--- src/rtl/alu_pkg.sv ---
// Shared ALU types: op encoding, serial FSM states, default width.
package alu_pkg;

  typedef enum logic [1:0] {
    ALU_AND = 2'b00,
    ALU_OR  = 2'b01,
    ALU_ADD = 2'b10,
    ALU_SUB = 2'b11
  } alu_op_t;

  typedef enum logic [1:0] {
    IDLE = 2'b00,
    RUN  = 2'b01,
    DONE = 2'b10
  } state_t;

  localparam int ALU_WIDTH_DEFAULT = 8;

endpackage

--- src/rtl/alu_1bit.sv ---
// One-bit ALU slice; SUB inverts b so the caller supplies carry-in 1.
module alu_1bit
  import alu_pkg::*;
(
  input  logic    a,
  input  logic    b,
  input  logic    cin,
  input  alu_op_t op,
  output logic    res,
  output logic    cout
);

  logic bx;

  always_comb begin
    bx   = b ^ (op == ALU_SUB);
    res  = 1'b0;
    cout = 1'b0;
    unique case (op)
      ALU_AND: res = a & b;
      ALU_OR:  res = a | b;
      ALU_ADD,
      ALU_SUB: begin
        res  = a ^ bx ^ cin;
        cout = (a & bx) | (cin & (a ^ bx));
      end
      default: ;
    endcase
  end

endmodule

--- src/rtl/alu_serial_ctrl.sv ---
// Bit-serial ALU: drives one alu_1bit slice LSB first for WIDTH cycles.
// zero/ovf flags exist only when ALU_SERIAL_FLAGS_EN is defined.
module alu_serial_ctrl
  import alu_pkg::*;
#(
  parameter int WIDTH = ALU_WIDTH_DEFAULT
) (
  input  logic             clk,
  input  logic             reset,
  input  logic             in_valid,
  output logic             in_ready,
  input  logic [WIDTH-1:0] a,
  input  logic [WIDTH-1:0] b,
  input  logic [1:0]       op,
  output logic             out_valid,
  input  logic             out_ready,
  output logic [WIDTH-1:0] result,
  output logic             cout,
  output logic             zero,
  output logic             ovf
);

  localparam int CW = (WIDTH > 1) ? $clog2(WIDTH) : 1;

  state_t           state;
  alu_op_t          op_q;
  logic [WIDTH-1:0] a_sr;
  logic [WIDTH-1:0] b_sr;
  logic [CW-1:0]    cnt;
  logic             carry;
  logic             s_res;
  logic             s_cout;
  logic             accept;
  logic             last;
  logic [WIDTH-1:0] next_res;

  alu_1bit u_slice (
    .a    (a_sr[0]),
    .b    (b_sr[0]),
    .cin  (carry),
    .op   (op_q),
    .res  (s_res),
    .cout (s_cout)
  );

  assign in_ready = !reset &&
    ((state == IDLE) || (state == DONE && out_ready));
  assign accept   = in_valid && in_ready;
  assign last     = (cnt == CW'(WIDTH - 1));
  assign next_res = {s_res, result[WIDTH-1:1]};

  always_ff @(posedge clk or posedge reset) begin
    if (reset) begin
      state     <= IDLE;
      op_q      <= ALU_AND;
      a_sr      <= '0;
      b_sr      <= '0;
      cnt       <= '0;
      carry     <= 1'b0;
      out_valid <= 1'b0;
      result    <= '0;
      cout      <= 1'b0;
`ifdef ALU_SERIAL_FLAGS_EN
      zero      <= 1'b0;
      ovf       <= 1'b0;
`endif
    end else if (accept) begin
      // Acceptance from DONE consumes the old result on this same edge.
      state     <= RUN;
      op_q      <= alu_op_t'(op);
      a_sr      <= a;
      b_sr      <= b;
      cnt       <= '0;
      carry     <= (alu_op_t'(op) == ALU_SUB);
      out_valid <= 1'b0;
    end else begin
      case (state)
        RUN: begin
          a_sr   <= a_sr >> 1;
          b_sr   <= b_sr >> 1;
          result <= next_res;
          carry  <= s_cout;
          cnt    <= cnt + 1'b1;
          if (last) begin
            state     <= DONE;
            out_valid <= 1'b1;
            cout      <= s_cout;
`ifdef ALU_SERIAL_FLAGS_EN
            zero      <= (next_res == '0);
            // carry still holds the carry into the MSB here
            ovf       <= op_q[1] & (carry ^ s_cout);
`endif
          end
        end
        DONE: begin
          if (out_ready) begin
            state     <= IDLE;
            out_valid <= 1'b0;
          end
        end
        default: ;
      endcase
    end
  end

`ifndef ALU_SERIAL_FLAGS_EN
  assign zero = 1'b0;
  assign ovf  = 1'b0;
`endif

endmodule
--- config.mk ---
export PLATFORM = sky130hd
export DESIGN_NAME = alu_serial_ctrl
export DESIGN_NICKNAME = d
export VERILOG_FILES = /design/src/rtl/alu_pkg.sv /design/src/rtl/alu_1bit.sv /design/src/rtl/alu_serial_ctrl.sv
export SDC_FILE = /design/constraint.sdc
export NUM_CORES = 1
export LEC_CHECK = 0
export CORE_AREA = 2 2 58 60
export DETAILED_ROUTE_END_ITERATION = 7
export DIE_AREA = 0 0 60 62
export GPL_ROUTABILITY_DRIVEN = 0
export GPL_TIMING_DRIVEN = 0
export PLACE_DENSITY_LB_ADDON = 0.08
export RECOVER_POWER = 25
export SLEW_MARGIN = 20
export SYNTH_ARGS = -nofsm -noshare
export SYNTH_HDL_FRONTEND = slang
export SYNTH_HIERARCHICAL = 1
export SYNTH_SLANG_ARGS = --single-unit
--- constraint.sdc ---
create_clock -name clk -period 3.4 [get_ports clk]
set_input_delay 0.85 -clock clk [delete_from_list [all_inputs] [get_ports clk]]
set_output_delay 0.85 -clock clk [all_outputs]
set_load 0.005 [all_outputs]
==> summary by stage, run 1 <==
Synth
The adder and majority cell fraction of the synthesized area is 0.0288. The share of the synthesized area in the top cell type is 0.528. The count of cell types in the netlist is 29.

The post-synthesis share of cell area spent on and, or, nand and nor gates is 0.125. The multiplexer fraction of the synthesized cell area is 0.136. The synthesized instance count is 119. After synthesis, the cell types taking the most area are sky130_fd_sc_hd__dfrtp_1 53%, sky130_fd_sc_hd__mux2_2 8.6%, sky130_fd_sc_hd__a221o_1 8.3%. During synthesis, Yosys emitted a total of 6 warnings. Summing every instance area after synthesis gives 1570 sq um.

The combinational family with the most area after synthesis is multiplexers. The compound-gate portion of the synthesized area is 0.106. The register bit count reported by yosys is 33.

After synthesis, the mean cell area works out to 13.2 sq um. For this run, the register share of the synthesized area comes to 0.528. Of the total synthesized cell area, the portion taken by XOR and XNOR cells is 0.0112. The largest total area in the synthesized netlist belongs to sky130_fd_sc_hd__dfrtp_1.

CTS
Counting every sink on the clock net gives 33. The TritonCTS clock tree is yes. Clock tree synthesis selected as its root buffer the cell sky130_fd_sc_hd__clkbuf_4.

The clock-pin slew on the worst setup and hold paths is 100 ps. The post-CTS setup-driven buffer insertion count is 0. The worst-case clock buffer depth is 2. The number of buffers created by CTS is 5. The number of hold buffers added after CTS was 0. The maximum level of the CTS H-tree is 2.

The clock latency on the worst-skew pair is 330 ps. The total of cells resized after clock tree synthesis is 0.

Floorplan
In this run the vertical extent of the chip is 62 um. The die covers 3720 sq um. The core footprint is 3180 sq um. In this run the core area contains 21 standard-cell rows.

The initial core utilization is 0.492. For this design the top-level I/O count stands at 35. From left edge to right edge, the die measures 60 um.

Timing
Setup repair after global routing left no endpoint under its margin. The worst-case headroom to the max-slew limit is 0.182. The max-slew violation count is 0. The final number of hold-violating endpoints is 0.

Timing would allow up to 0.332 GHz. The final number of setup-violating endpoints is 0. The slew at the pin closest to its max-slew limit is 1220 ps. Adding up every negative setup slack in the final design gives 0 ps. The ratio of final minimum period to clock period is 0.885. The final clock skew is 10.7 ps. The minimum clock period is 3010 ps.

Route
The via count is 1066. The pre-antenna-repair detailed-routing pass consisted of 4 iterations. The overall routed net length is 2850 um. Using the TritonRoute via totals, the vias-per-cell ratio works out to 5.17. Dividing the detail-routed wire length by the instance count gives 13.8 um.

For this run, design rule violations remaining after detail routing come to 0. Once detail routing completed, the nets flagged for antenna violations numbered 0. The number of DRC markers after the initial detailed-route iteration is 28.

Pwr
VDD sags by at most 0.387 mV. The analysis attributes to cell leakage a power of 0.886 nW. Power spread over the standard cell area amounts to 800 nW/um^2.

GRT
After global routing the overflow that remains totals 0. The largest net degree at the start of global routing is 34. The via count of the first global-routing pass is 1052.

The total routing usage reported by global routing is 0.174. The first-pass GRT wire length is 4660 um. The number of antenna violations at the first check in global routing is 0.

Final layout
The antenna cell count is 0. For this run, the share of the core covered by cells in the final layout is 0.615. Leaving out fill and tap cells, the most frequent cells in the layout are 33 x sky130_fd_sc_hd__dfrtp_1, 31 x sky130_fd_sc_hd__clkdlybuf4s50_1, 13 x sky130_fd_sc_hd__and2_1, 13 x sky130_fd_sc_hd__a221o_1, 12 x sky130_fd_sc_hd__mux2_2. The final layout contains 184 nets.

The layout cell share with drive strength beyond 1 is 0.169. The library cell used most frequently in the layout, excluding fill and tap cells, is sky130_fd_sc_hd__dfrtp_1. The area growth from synthesis to layout is 24.9%.

Hold path
The number of stages on the worst hold path is 1. The kind of path behind the tightest hold check is flip-flop to flip-flop. The destination of the worst hold path is cout.

The beginning of the worst hold path is cout.

Worst setup path
Data on the critical path is required at its endpoint by 2550 ps. The critical path endpoint category is a primary output. The critical path startpoint is reset. Setup slack on the worst reg-to-reg path comes out at 1350 ps. The depth of the worst register-to-register path is 4. The startpoint identified for the worst register-to-register timing path is state[0]. The end of the worst register-to-register path is result[7]. The worst setup path is launched from a primary input. The critical-path maximum fanout is 3. For the worst setup path, the data arrival time is 2160 ps. The critical path is of the primary input to primary output type.

Status
The flow ran to the end, and the final reports show no timing, DRC or antenna violations.

Place
The count of input and output buffers is 32. Detailed placement finished with a half-perimeter wire length of 2140 um.

Job
The reported max-cap violation count is 0.
flip-flops by register name, indices dropped and copies added, names as in the netlist:
| name | flops |
|---|---|
| cnt | 3 |
| cout | 1 |
| result | 8 |
| op_q | 2 |
| b_sr | 8 |
| state | 1 |
| out_valid | 1 |
| a_sr | 8 |
| carry | 1 |
how the worst max path moves through the flow:
stage,endpoint,slack (ps)
floorplan,b_sr[6],1500
global placement,in_ready,460
detailed placement,in_ready,410
CTS,in_ready,410
global route,in_ready,330
finish,in_ready,390
metrics by stage:
step | hold WS (ps) | total power [W] | setup WS [ps] | area [sq um] | std cells
after CTS | 517 | 0.00166 | 412 | 2000 | 206
after global placement | 487 | 0.00140 | 459 | 1950 | 198
final | 515 | 0.00156 | 392 | 1960 | 206
after global routing | 538 | 0.00169 | 332 | 1960 | 206
after detailed placement | 491 | 0.00144 | 411 | 1950 | 198
after floorplan | 470 | 0.00119 | 1500 | 1570 | 120
logic make-up (layout without fill, tap and decap cells):
kind of cell               Yosys count  after routing
xor gates and xnor gates             2              2
other                                1              2
muxes                               19             19
adders and majority gates            3              3
AOI/OAI and AO/OA                   18             18
buffers and inverters               12             52
DFF                                 33             33
and+or+nand+nor                     31             31
cell usage after synthesis:
| library cell | instances |
|---|---|
| sky130_fd_sc_hd__nand2_1 | 3 |
| sky130_fd_sc_hd__nor2b_4 | 2 |
| sky130_fd_sc_hd__nand2b_1 | 1 |
| sky130_fd_sc_hd__ha_1 | 2 |
| sky130_fd_sc_hd__mux2_4 | 1 |
| sky130_fd_sc_hd__o22ai_1 | 1 |
| sky130_fd_sc_hd__a221o_1 | 13 |
| sky130_fd_sc_hd__xor2_1 | 1 |
| sky130_fd_sc_hd__conb_1 | 1 |
| sky130_fd_sc_hd__nor3b_4 | 1 |
| sky130_fd_sc_hd__nor2b_1 | 3 |
| sky130_fd_sc_hd__buf_12 | 1 |
| sky130_fd_sc_hd__o21a_1 | 1 |
| sky130_fd_sc_hd__mux2i_1 | 4 |
| sky130_fd_sc_hd__fa_1 | 1 |
| sky130_fd_sc_hd__mux2_2 | 12 |
| sky130_fd_sc_hd__mux2_1 | 2 |
| sky130_fd_sc_hd__nor3_1 | 1 |
| sky130_fd_sc_hd__a21oi_1 | 1 |
| sky130_fd_sc_hd__buf_2 | 1 |
| sky130_fd_sc_hd__inv_1 | 4 |
| sky130_fd_sc_hd__o2bb2ai_1 | 1 |
| sky130_fd_sc_hd__o21bai_1 | 1 |
| sky130_fd_sc_hd__xnor2_1 | 1 |
| sky130_fd_sc_hd__and2_1 | 13 |
| sky130_fd_sc_hd__nor2_1 | 7 |
| sky130_fd_sc_hd__buf_4 | 2 |
| sky130_fd_sc_hd__dfrtp_1 | 33 |
| sky130_fd_sc_hd__buf_6 | 4 |
power by group:
| group | total [W] | internal, W | switching, W |
|---|---|---|---|
| logic | 0.000678 | 0.000395 | 0.000283 |
| registers | 0.000670 | 0.000558 | 0.000112 |
| clock network | 0.000216 | 0.0000780 | 0.000138 |
| total | 0.00156 | 0.00103 | 0.000533 |
layer usage:
metal  GRT usage  part of all wire  wire (um)
met2       0.323              0.54       1550
met1       0.194              0.40       1140
met3      0.0373             0.050        141
met5           0                 0          0
met4      0.0667            0.0074         21
cell type report:
| type | instances | area, sq um |
|---|---|---|
| Timing Repair Buffer | 32 | 320 |
| Inverter | 4 | 15.0 |
| Tap cell | 46 | 57.6 |
| Fill cell | 291 | 1220 |
| Sequential cell | 33 | 826 |
| Clock buffer | 5 | 37.5 |
| Multi-Input combinational cell | 75 | 628 |
| Buffer | 8 | 53.8 |
| Clock inverter | 3 | 17.5 |
worst max-delay path, cell delays in order:
cell	delay [ps]
sky130_fd_sc_hd__dlygate4sd3_1	580
sky130_fd_sc_hd__nor3_1	190
sky130_fd_sc_hd__clkdlybuf4s50_1	540
(Power assumes the default switching activity.)
==> run 2, diff against run 1 <==
--- a/config.mk
+++ b/config.mk
@@ -9,7 +9,8 @@
 export DETAILED_ROUTE_END_ITERATION = 7
 export DIE_AREA = 0 0 60 62
 export GPL_ROUTABILITY_DRIVEN = 0
-export GPL_TIMING_DRIVEN = 0
+export GPL_TIMING_DRIVEN = 1
+export HOLD_SLACK_MARGIN = 0.12
 export PLACE_DENSITY_LB_ADDON = 0.08
 export RECOVER_POWER = 25
 export SLEW_MARGIN = 20
==> run 2 against run 1 <==
Via count fell by 5.6%. Routed wire length fell by 9.0%. First-iteration DRC count fell by 61%. Global-route usage fell by 2.4 points. Combinational power fell by 3%. Critical path depth did not move. Non-clock buffer count fell by 6. The run now ends with max-capacitance violations, max-slew violations left. Final cell count fell by 2.9%. Sequential power barely moved. Setup slack improved by 35 ps. Power fell by 2.5%. Worst hold slack got worse by 11 ps.
==> summary by stage, run 2 (synthesis gave the netlist of run 1 again) <==
Hold path
In this run the worst hold path is classified as flip-flop to flip-flop. The number of stages on the worst hold path is 1. The destination of the worst hold path is cout. The startpoint identified for the worst hold timing path is cout.

Final layout
Leaving out fill and tap cells, the most frequent cell in the layout is sky130_fd_sc_hd__dfrtp_1. The layout cell share with drive strength beyond 1 is 0.143. After filler insertion, the fill cell instance count of the layout stands at 275. The largest registers in the layout are a_sr: 8 flops, b_sr: 8 flops, result: 8 flops.

In the layout the commonest cells are 33 x sky130_fd_sc_hd__dfrtp_1, 31 x sky130_fd_sc_hd__clkdlybuf4s50_1, 13 x sky130_fd_sc_hd__and2_1, 13 x sky130_fd_sc_hd__a221o_1, 12 x sky130_fd_sc_hd__mux2_2. After the flow finishes, the layout carries non-filler instances totaling 200. The final core utilization is 0.604. The post-layout net count is 178. The repair_antennas step left the layout with diodes totalling 0. Relative to the synthesized area, the layout overhead comes to 22.8%.

GRT
The first global-routing pass estimated 4080 um of wire. The via count of the first global-routing pass is 975. The global route total overflow is 0.

The largest net degree at the start of global routing is 34. The number of antenna violations at the first check in global routing is 0. The total routing usage reported by global routing is 0.150.

CTS
Counting the buffers created by CTS gives 5. The root buffer selected by CTS is sky130_fd_sc_hd__clkbuf_4. The number of clock sinks is 33. The maximum level of the CTS H-tree is 2. The clock latency on the worst-skew pair is 310 ps. The worst-case clock buffer depth is 2. The total of cells resized after clock tree synthesis is 0. The clock-pin slew on the worst setup and hold paths is 90 ps. Hold repair after CTS inserted 0 buffers. The post-CTS setup-driven buffer insertion count is 0. The TritonCTS clock tree is yes.

Worst setup path
Data arrives at the worst endpoint at 2120 ps. The critical path's slowest cell is sky130_fd_sc_hd__dlygate4sd3_1. The critical path is of the primary input to primary output type.

The maximum cell stage delay along the critical path is 570 ps. The critical-path maximum fanout is 3. At the worst endpoint, the required time is 2550 ps.

The startpoint of the worst-slack reg-to-reg timing path is state[0]. The worst register-to-register path has a setup slack of 1560 ps. The worst register-to-register path ends at b_sr[6].

Traced cell by cell, the critical path runs through dlygate4sd3_1, nor3_1, clkdlybuf4s50_1. The worst setup path is captured at a primary output. The worst setup path is launched from a primary input. The depth of the worst register-to-register path is 3.

Floorplan
The number of top-level design ports is 35. The initial utilization of the core area, before any placement, comes to 0.492. The core footprint is 3180 sq um. The die outline height is 62 um.

The die extent in x is 60 um. The floorplan row count is 21. The die area is 3720 sq um.

Route
After detailed routing, the total wire length is 2590 um. The number of antenna-violating nets in the routed design is 0. Dividing the detail-routed wire length by the instance count gives 12.9 um. For this run, design rule violations remaining after detail routing come to 0. In the routed layout, each cell is associated on average with a via count of 5.03. For this block, the initial DRC count from the detailed router was 11.

Before antenna repair, the detailed router went through 4 iterations. Detailed routing inserted a total of 1006 vias.

Status
The checks that failed: max-capacitance violations, max-slew violations. The run finished, with violations left.

Pwr
The internal portion of the total power is 0.00103 W. The sequential group share of total power is 0.438. The relative contribution of the clock network to total power is 0.130. The power density relative to cell area is 794 nW/um^2. Of the total power, combinational logic draws 0.432. The analysis attributes to cell leakage a power of 0.866 nW. The switching part of the total power is 0.326. Summed over all nets, the switching power comes to 0.000497 W. VDD sags by at most 0.372 mV.

Place
The count of buffers added on input and output ports is 32. The count of placed standard cells including taps is 192. Prior to clock tree synthesis, the placed netlist has a worst setup slack of 441 ps. The wire-length estimate of the detail-placed layout is 1900 um.

Timing
The max-slew violation count is 34. The clock arrives with 3.13 ps of skew. In this run the tightest slew margin relative to its limit is -0.137. Setup violations remaining at the end of the flow were counted as 0. The minimum clock period is 2970 ps. In the finished design, the share of the clock period the worst path needs comes to 0.874. Hold is met by 504 ps. The final sum of negative setup slack is 0 ps. The worst-case setup margin in the final layout is 427 ps.

For the pin with the worst max-slew slack, the measured transition is 1710 ps. Setup repair after global routing left no endpoint under its margin. Static timing analysis puts the maximum clock frequency at 0.336 GHz. The final number of hold-violating endpoints is 0.

Job
The reported max-cap violation count is 1.
==> run 2: cell count changes in the layout (fill, tap and decap cells not counted), sizes merged <==
cell,before,now
clkinv,2,0
clkinvlp,1,0
clkbuf,8,9
buf,5,1
==> run 2: critical path, delay by kind of cell <==
family / cells / cell delay (ps)
buf+inv: 2 / 1090
simple gates: 1 / 170
==> run 2: layer usage <==
metal	GRT usage	part of all wire	vias to the layer above
met5	0	0	-
met4	0.0571	0.0077	0
met3	0.0373	0.041	5
met2	0.281	0.54	22
met1	0.163	0.41	494
li1	-	-	485
==> run 2: power by group through the flow <==
stage | registers, W | logic [W] | clock network [W]
2_1_floorplan | 0.000655 | 0.000537 | 0
3_3_place_gp | 0.000669 | 0.000643 | 0
3_5_place_dp | 0.000676 | 0.000675 | 0
4_1_cts | 0.000671 | 0.000676 | 0.000207
5_1_grt | 0.000689 | 0.000740 | 0.000222
6_report | 0.000668 | 0.000659 | 0.000198
==> run 2: final cells by class <==
| cell class | count | area, sq um | share of cell area |
|---|---|---|---|
| clock buffer | 8 | 48.8 | 0.0254 |
| multi-input combinational | 75 | 643 | 0.335 |
| sequential | 33 | 826 | 0.430 |
| timing repair buffer | 34 | 332 | 0.173 |
| tap | 46 | 57.6 | 0.0299 |
| inverter | 4 | 15.0 | 0.00781 |
==> run 2: per-stage QoR <==
step | total power (W) | cell area [sq um]
global placement | 0.00131 | 1880
global route | 0.00165 | 1920
finish | 0.00153 | 1920
CTS | 0.00155 | 1930
floorplan | 0.00119 | 1570
detailed placement | 0.00135 | 1880
==> run 2: worst max path at each step <==
stage	cells past startpoint	slack, ps	to	startpoint
CTS	4	440	in_ready	out_ready
global placement	4	470	in_ready	out_ready
finish	3	430	in_ready	reset
global route	3	360	in_ready	reset
detailed placement	4	440	in_ready	out_ready
floorplan	4	1500	b_sr[6]	in_valid
==> run 3, diff against run 2 <==
--- a/config.mk
+++ b/config.mk
@@ -13,6 +13,7 @@
 export HOLD_SLACK_MARGIN = 0.12
 export PLACE_DENSITY_LB_ADDON = 0.08
 export RECOVER_POWER = 25
+export SETUP_SLACK_MARGIN = 0.15
 export SLEW_MARGIN = 20
 export SYNTH_ARGS = -nofsm -noshare
 export SYNTH_HDL_FRONTEND = slang
==> results of run 3 <==
Final layout, timing and power as in run 2 (identical DEF).
